===== config.mk =====
export PLATFORM = sky130hd
export DESIGN_NAME = aquarium_mode_scheduler
export DESIGN_NICKNAME = d
export VERILOG_FILES = /design/src/rtl/aquarium_mode_scheduler.sv
export SDC_FILE = /design/constraint.sdc
export NUM_CORES = 1
export LEC_CHECK = 0
export ABC_AREA = 1
export CELL_PAD_IN_SITES_DETAIL_PLACEMENT = 1
export CELL_PAD_IN_SITES_GLOBAL_PLACEMENT = 2
export CORE_ASPECT_RATIO = 0.6
export CORE_UTILIZATION = 23
export CTS_BUF_LIST = sky130_fd_sc_hd__clkbuf_4 sky130_fd_sc_hd__clkbuf_8
export CTS_CLUSTER_DIAMETER = 80
export DETAILED_ROUTE_END_ITERATION = 12
export PLACE_DENSITY_LB_ADDON = 0.2
export SYNTH_ARGS = -nofsm -noshare
export SYNTH_HDL_FRONTEND = slang
export SYNTH_SLANG_ARGS = --single-unit

===== constraint.sdc =====
create_clock -name CLK -period 2.09 [get_ports CLK]
set_clock_uncertainty 0.1 [all_clocks]
set_input_delay 0.209 -clock CLK [delete_from_list [all_inputs] [get_ports CLK]]
set_output_delay 0.209 -clock CLK [all_outputs]
set_load 0.01 [all_outputs]

===== src/rtl/aquarium_mode_scheduler.sv =====
// Tank-monitor mode sequencer: sweeps the output-mux select through the sweep
// counter and the four sensor modes, strobes each sensor register's load enable,
// range-checks the registered reading and parks in ERROR on an out-of-range value.
module aquarium_mode_scheduler #(
  parameter int unsigned DWELL      = 4,
  parameter logic [7:0]  LOW_LIMIT  = 8'h10,
  parameter logic [7:0]  HIGH_LIMIT = 8'hF0
) (
  input  logic       CLK,
  input  logic       reset,
  input  logic       enable,
  input  logic       err_clear,
  input  logic [7:0] q_clean,
  input  logic [7:0] q_temp,
  input  logic [7:0] q_food,
  input  logic [7:0] q_salt,
  output logic [4:0] select,
  output logic [3:0] load_en,
  output logic [7:0] sweep_count,
  output logic       error,
  output logic [3:0] error_src,
  output logic       busy
);

  // State values equal their mux select codes; for sensor states bits [4:1]
  // are the one-hot sensor index used for load_en and error_src.
  typedef enum logic [4:0] {
    IDLE  = 5'b00000,
    COUNT = 5'b00001,
    CLEAN = 5'b00010,
    TEMP  = 5'b00100,
    FOOD  = 5'b01000,
    SALT  = 5'b10000,
    ERROR = 5'b11111
  } state_t;

  localparam logic [7:0] DWELL_LAST = 8'(DWELL - 1);

  state_t     state, state_n;
  logic [7:0] dwell, dwell_n;
  logic [7:0] count_n;
  logic       error_n;
  logic [3:0] src_n;
  logic [7:0] q_cur;
  logic       is_sensor;
  logic       in_range;

  // Pick the reading belonging to the current sensor mode.
  always_comb begin
    q_cur     = '0;
    is_sensor = 1'b1;
    case (state)
      CLEAN:   q_cur = q_clean;
      TEMP:    q_cur = q_temp;
      FOOD:    q_cur = q_food;
      SALT:    q_cur = q_salt;
      default: is_sensor = 1'b0;
    endcase
    in_range = (q_cur >= LOW_LIMIT) && (q_cur <= HIGH_LIMIT);
  end

  // Next-state, dwell and status computation.
  always_comb begin
    state_n = state;
    dwell_n = dwell;
    count_n = sweep_count;
    error_n = error;
    src_n   = error_src;
    case (state)
      IDLE: begin
        dwell_n = '0;
        if (enable) state_n = COUNT;
      end
      ERROR: begin
        dwell_n = '0;
        if (err_clear) begin
          state_n = IDLE;
          error_n = 1'b0;
          src_n   = '0;
        end
      end
      default: begin
        if (dwell == DWELL_LAST) begin
          dwell_n = '0;
          // A failed reading beats a pending stop request.
          if (is_sensor && !in_range) begin
            state_n = ERROR;
            error_n = 1'b1;
            src_n   = state[4:1];
          end else begin
            if (state == SALT) count_n = sweep_count + 8'd1;
            if (!enable) begin
              state_n = IDLE;
            end else begin
              case (state)
                COUNT:   state_n = CLEAN;
                CLEAN:   state_n = TEMP;
                TEMP:    state_n = FOOD;
                FOOD:    state_n = SALT;
                default: state_n = COUNT;
              endcase
            end
          end
        end else begin
          dwell_n = dwell + 8'd1;
        end
      end
    endcase
  end

  // State register with registered outputs decoded from the next state.
  always_ff @(posedge CLK or posedge reset) begin
    if (reset) begin
      state       <= IDLE;
      dwell       <= '0;
      select      <= '0;
      load_en     <= '0;
      sweep_count <= '0;
      error       <= 1'b0;
      error_src   <= '0;
      busy        <= 1'b0;
    end else begin
      state       <= state_n;
      dwell       <= dwell_n;
      select      <= state_n;
      sweep_count <= count_n;
      error       <= error_n;
      error_src   <= src_n;
      busy        <= (state_n != IDLE);
      // Strobe only on entry into a sensor mode, i.e. its dwell-0 cycle.
      if ((state_n != state) && (state_n != ERROR) && (state_n != IDLE) && (state_n != COUNT))
        load_en <= state_n[4:1];
      else
        load_en <= '0;
    end
  end

endmodule

# Word-level counts from Yosys, hierarchy flattened
# Cells that the tools add are included.
[totals]
elab_cells = 59
output_inout_bits = 23
inputBits = 36
regBits = 31
[classes]
add_sub_neg = 2
n_bitwise = 3
reduce_logical = 14
n_mux = 20
magnitude_cmp = 2
eq_ne = 11
[ops]
columns = ["op", "count"]
rows = [
  ["$pmux 8 s4", 1],
  ["$mux 5", 5],
  ["$pmux 5 s4", 1],
  ["$add 8x1->8 const B", 2],
  ["$mux 4", 4],
  ["$mux 8", 2],
  ["$eq 5x5->1 const B", 2],
  ["$pmux 5 s2", 1],
  ["$eq 8x2->1 const B", 1],
  ["$ge 8x5->1 const B", 1],
  ["$le 8x8->1 const B", 1],
  ["$pmux 4 s2", 1],
  ["$reduce_and 4->1", 2],
  ["$eq 5x1->1 const B", 1],
  ["$eq 5x2->1 const B", 1],
  ["$eq 5x3->1 const B", 1],
  ["$eq 5x4->1 const B", 1],
  ["$logic_and 1x1->1", 5],
  ["$logic_not 5->1", 1],
  ["$ne 5x1->1 const B", 1],
  ["$ne 5x5->1", 1],
  ["$ne 5x5->1 const B", 1],
  ["$reduce_bool 5->1", 1],
  ["$mux 1", 4],
  ["other kinds (7)", 10],
]

# Depth between registers and ports, before layout
[depth]
depth_word = 14
mapped_depth = 19
depth_no_buf = 18

# Worst setup path after synthesis
# Ideal clock, no wire load.
[synth_timing]
path_type = "reg2reg"
from = "reg state[0]"
to = "reg load_en[3]"
setup_slack_ps = -94
period_less_slack_ps = 2184
arrival_ps = 1956
n_path_buf = 2
stages_incl_launch_ff = 19
path_cell_list = "dfrtp_1 > buf_2 > nor2_4 > buf_6 > nand2_1 > nor2_2 > inv_2 > nand2_4 > o21ai_1 > o22ai_1 > inv_1 > nand2_2 > inv_2 > nand2_1 > nand2_1 > nor2_1 > nand3_1 > nand2_2 > nor2_1"
[synth_between]
elab_chain_cells = 14
elab_cells_between_ends = 30
cone_classes = "order compare (2); eq/ne (9); mux (10); reduce/logical (9)"
[synth_rtl]
columns = ["element", "line_no", "text"]
rows = [
  ["start, declared", "39", "state_t state, state_n;"],
  ["start signal, assigned", "123", "state <= state_n;"],
  ["$eq 5x5->1 (tied with other cells)", "52", "case (state)"],
  ["$pmux 8 s4", "52", ""],
  ["$ge 8x5->1 or $le 8x8->1 (tied branches)", "59", "in_range = (q_cur >= LOW_LIMIT) && (q_cur <= HIGH_LIMIT);"],
  ["$logic_and 1x1->1", "59", ""],
  ["$logic_not 1->1", "86", "if (is_sensor && !in_range) begin"],
  ["$logic_and 1x1->1", "86", ""],
  ["$mux 5", "86", ""],
  ["$mux 5", "83", "if (dwell == DWELL_LAST) begin"],
  ["$pmux 5 s2 (*)", "69", "case (state)"],
  ["via state_n[0]", "39", ""],
  ["$ne 5x5->1", "131", "if ((state_n != state) && (state_n != ERROR) && (state_n != IDLE) && (state_n != COUNT))"],
  ["$logic_and 1x1->1 (2 in series)", "131", ""],
  ["$logic_and 1x1->1 (*)", "131", ""],
  ["$mux 4 (*)", "131", ""],
  ["end signal, assigned", "132", "load_en <= state_n[4:1];"],
  ["end, declared", "18", "output logic [3:0] load_en,"],
]
# The timed path passes the listed nets; every way through them passes the cells marked *.
# A chain may end at the register's enable or synchronous reset.

# Final worst setup path
[layout_timing]
from = "reg state[3]"
to = "reg load_en[0]"
# Same word-level chain as after synthesis.

==> flow_summary_export.csv <==
group,metric,value,unit
run_status,status,"finished, violations left",
run_status,failed_checks,"setup timing",
yosys,synthCells,259,
yosys,synth_cell_type_count,26,
sta,worst_slew_pin_slew,636,ps
detailed_routing,vias_per_cell,4.39,
clocking,cts_tree,"done",
hold_path,min_path_type,"input pin to asynchronous set/reset pin",
yosys,netlist_area,1890,um^2
worst_setup_path,r2r_start,"state[3]$_DFF_PP0_",
grt,grt_pass1_vias,2344,
clocking,h-tree-depth,2,
detailed_routing,wl,7.38,mm
worst_setup_path,path_class,"flip-flop to flip-flop",
detailed_routing,dr_wl_met2,2.80,mm
floorplan,top_level_ports,59,
grt,antenna_found_initial,0,
job,cap_violations,0,
worst_setup_path,crit_fanout,5,
finish,drive_gt1_share,39.1,%
grt,grt_max_degree,32,
power,p_leak,1.71,nW
yosys,synth-main-ff-cell,"dfrtp_1",
sta,maxSlewHeadroom,57.3,%
worst_setup_path,crit_top_cell,"nand2_2",
yosys,synthesis.nets,297,
yosys,ys_seq_area_share,41.0,%
finish,nets,436,
worst_setup_path,critPathSlowestCell,"dfrtp_2",
sta,fmax,424,MHz
yosys,synth_edf_count,0,
placed_design,post_dp_cell_area,3080,um^2
worst_setup_path,end_kind,"flip-flop",
placed_design,dp.cells,481,
grt,grt_use_total,18.2,%
sta,layout_setup_ws,-271,ps
clocking,cts-root-buf,"clkbuf_8",
sta,hold_viol_final,0,
clocking,numCtsBuffers,5,
finish,num_antenna_cells,0,
clocking,worst_skew_pair.late_latency,290,ps
floorplan,fp.dieArea,8600,um^2
yosys,synth_area_per_cell,7.30,um^2
worst_setup_path,crit_chain,"buf_4 -> nor2_4 -> nand3_4 -> buf_4 -> nand4_1 -> nor2_1 -> nor3_1 -> nand2_2 -> nand2_2 -> inv_2 -> nand2_2 -> nand2_1 -> nor2_1 -> nand3_1 -> nand2_2 -> nor2_1",
finish,ff_latch_area,781,um^2
detailed_routing,wire_per_inst,14.6,um
placed_design,port_buffers,58,
detailed_routing,drtIter0Drc,69,
sta,finalCriticalPeriod,2360,ps
detailed_routing,dr.pass1.iters,4,
yosys,yosysWarnings,0,
detailed_routing,top_layer_used,"met4",
detailed_routing,postRouteAntennaNets,0,
placed_design,pre_cts_slack,-458,ps
finish,mostFrequentLayoutCells,"buf_4, clkdlybuf4s50_1, nor2_1",
finish,final_common_cell,"buf_4",
yosys,synth-seq-cells,31,
sta,timing.final.crit_share,113,%
worst_setup_path,startpoint,"state[3]$_DFF_PP0_",
power,ir_drop,0.689,mV
worst_setup_path,arrival,2440,ps
worst_setup_path,reg2regPathDepth,16,
floorplan,die_w,119,um
detailed_routing,drt-met1-wl,4.28,mm
sta,finalSetupViolCount,20,
floorplan,core,7910,um^2
grt,grt-ovfl-total,0,
clocking,clock_sinks,31,
floorplan,rows,25,
placed_design,place_hpwl,5.57,mm
detailed_routing,drc_errors,0,
finish,final_cells,507,
sta,final.setup.tns,-3010,ps
grt,grt_pass1_wl,12.1,mm
finish,syn_to_final_growth,87.4,%
power,p_per_area,1300,nW/um^2
clocking,clk_pin_slew,70,ps
clocking,cts_max_path_buffers,2,
floorplan,start_util,23.9,%
worst_setup_path,reg2reg_to,"load_en[0]$_DFF_PP0_",
detailed_routing,vias,2225,
yosys,async_reset_ff_share,100,%
worst_setup_path,start_kind,"flip-flop",
sta,maxSlewViolCount,0,
finish,multi_input_area,1180,um^2
worst_setup_path,cp.required,2170,ps
sta,rsz0062_at_grt,"yes",
worst_setup_path,cp_num_buf_inv,3,
finish,final_util,44.8,%
floorplan,die_h,72.2,um
clocking,cts_hold_repair.buffers,0,
finish,final_cell_area,3540,um^2
detailed_routing,wl_met3,268,um
finish,nFillCells,968,
placed_design,gp_congestion,0.805,
worst_setup_path,regToRegSetupSlack,-270,ps
worst_setup_path,cp_top_family,"simple AND/OR/NAND/NOR gates",
worst_setup_path,slowest_delay,450,ps
-- worst reg2reg max path, stage by stage, from the launching register on --
cell and delay [ps]:
dfrtp_2 450, buf_4 160, nor2_4 200, nand3_4 90
buf_4 150, nand4_1 80, nor2_1 50, nor3_1 270
nand2_2 90, nand2_2 130, inv_2 60, nand2_2 60
nand2_1 50, nor2_1 80, nand3_1 80, nand2_2 100
nor2_1 50
-- area by class of cell --
cell class	count	share of cell area [%]
clock buffer	5	1.94
clock inverter	3	0.424
inverter	31	3.36
multi-input combinational	191	33.4
sequential	31	22.0
tap	108	3.81
timing repair buffer	138	35.0
-- cells in the mapped netlist, types with 2 or more instances --
cell type | number | share of area (%)
inv_1 | 27 | 5.4
nand2_2 | 6 | 2.0
dfrtp_1 | 31 | 41
o21ai_1 | 3 | 0.79
o21ai_0 | 9 | 2.4
nor3_1 | 8 | 2.1
nor2_1 | 40 | 7.9
nand4_1 | 21 | 6.9
inv_2 | 4 | 0.79
nor2_2 | 3 | 0.99
nand3_1 | 21 | 5.6
xor2_1 | 5 | 2.3
nand2_1 | 49 | 9.7
xnor2_1 | 3 | 1.4
a21oi_1 | 12 | 3.2
buf_2 | 5 | 1.3
ha_1 | 2 | 1.3
nor2_4 | 2 | 1.2
-- per-layer routing --
metal | up-vias | global-route usage, %
met1 | 1054 | 29.2
met5 | - | 0
met4 | 0 | 3.38
met2 | 34 | 24.4
li1 | 1133 | -
met3 | 4 | 4.01
-- how the worst max path moves through the flow --
stage,end,slack [ps],cells after the start
after floorplan,load_en[0]$_DFF_PP0_,-60,18
after CTS,load_en[2]$_DFF_PP0_,-210,17
after global placement,sweep_count[6]$_DFFE_PP0P_,-420,14
after global routing,load_en[3]$_DFF_PP0_,-500,17
after detailed placement,sweep_count[6]$_DFFE_PP0P_,-460,14
final,load_en[0]$_DFF_PP0_,-270,16
-- cells by family (layout without fill, tap and decap cells) --
| group | count (synthesis) | after routing | synth area share (%) |
|---|---|---|---|
| compound gates | 26 | 26 | 7.02 |
| flops | 31 | 31 | 41.0 |
| simple gates | 155 | 155 | 38.8 |
| buf+inv | 37 | 177 | 8.07 |
| xor+xnor | 8 | 8 | 3.71 |
| fa+ha+maj | 2 | 2 | 1.32 |
-- registers in the layout, indices dropped and copies added (netlist names) --
signal,cells
load_en,4
error,1
sweep_count,8
busy,1
error_src,4
dwell,8
state,5
-- per-stage QoR --
stage | hold slack (ps) | power [mW]
2_1_floorplan | 213 | 2.18
3_3_place_gp | 361 | 3.55
3_5_place_dp | 374 | 3.57
4_1_cts | 209 | 4.42
5_1_grt | 271 | 4.99
6_report | 196 | 4.61
-- power by group --
group | internal [mW] | total [mW] | switching, mW
combinational | 1.61 | 3.20 | 1.59
sequential | 0.779 | 0.933 | 0.154
clock | 0.228 | 0.477 | 0.249
total | 2.61 | 4.61 | 1.99
-- repair_timing --
item	4_1_cts	5_1_grt
buffers inserted	14	7
gates resized for setup	47	27
pin swaps	14	13
gates cloned	0	0
endpoints found under the setup margin	23	23
Note: power is estimated with default switching activity, not from simulation.
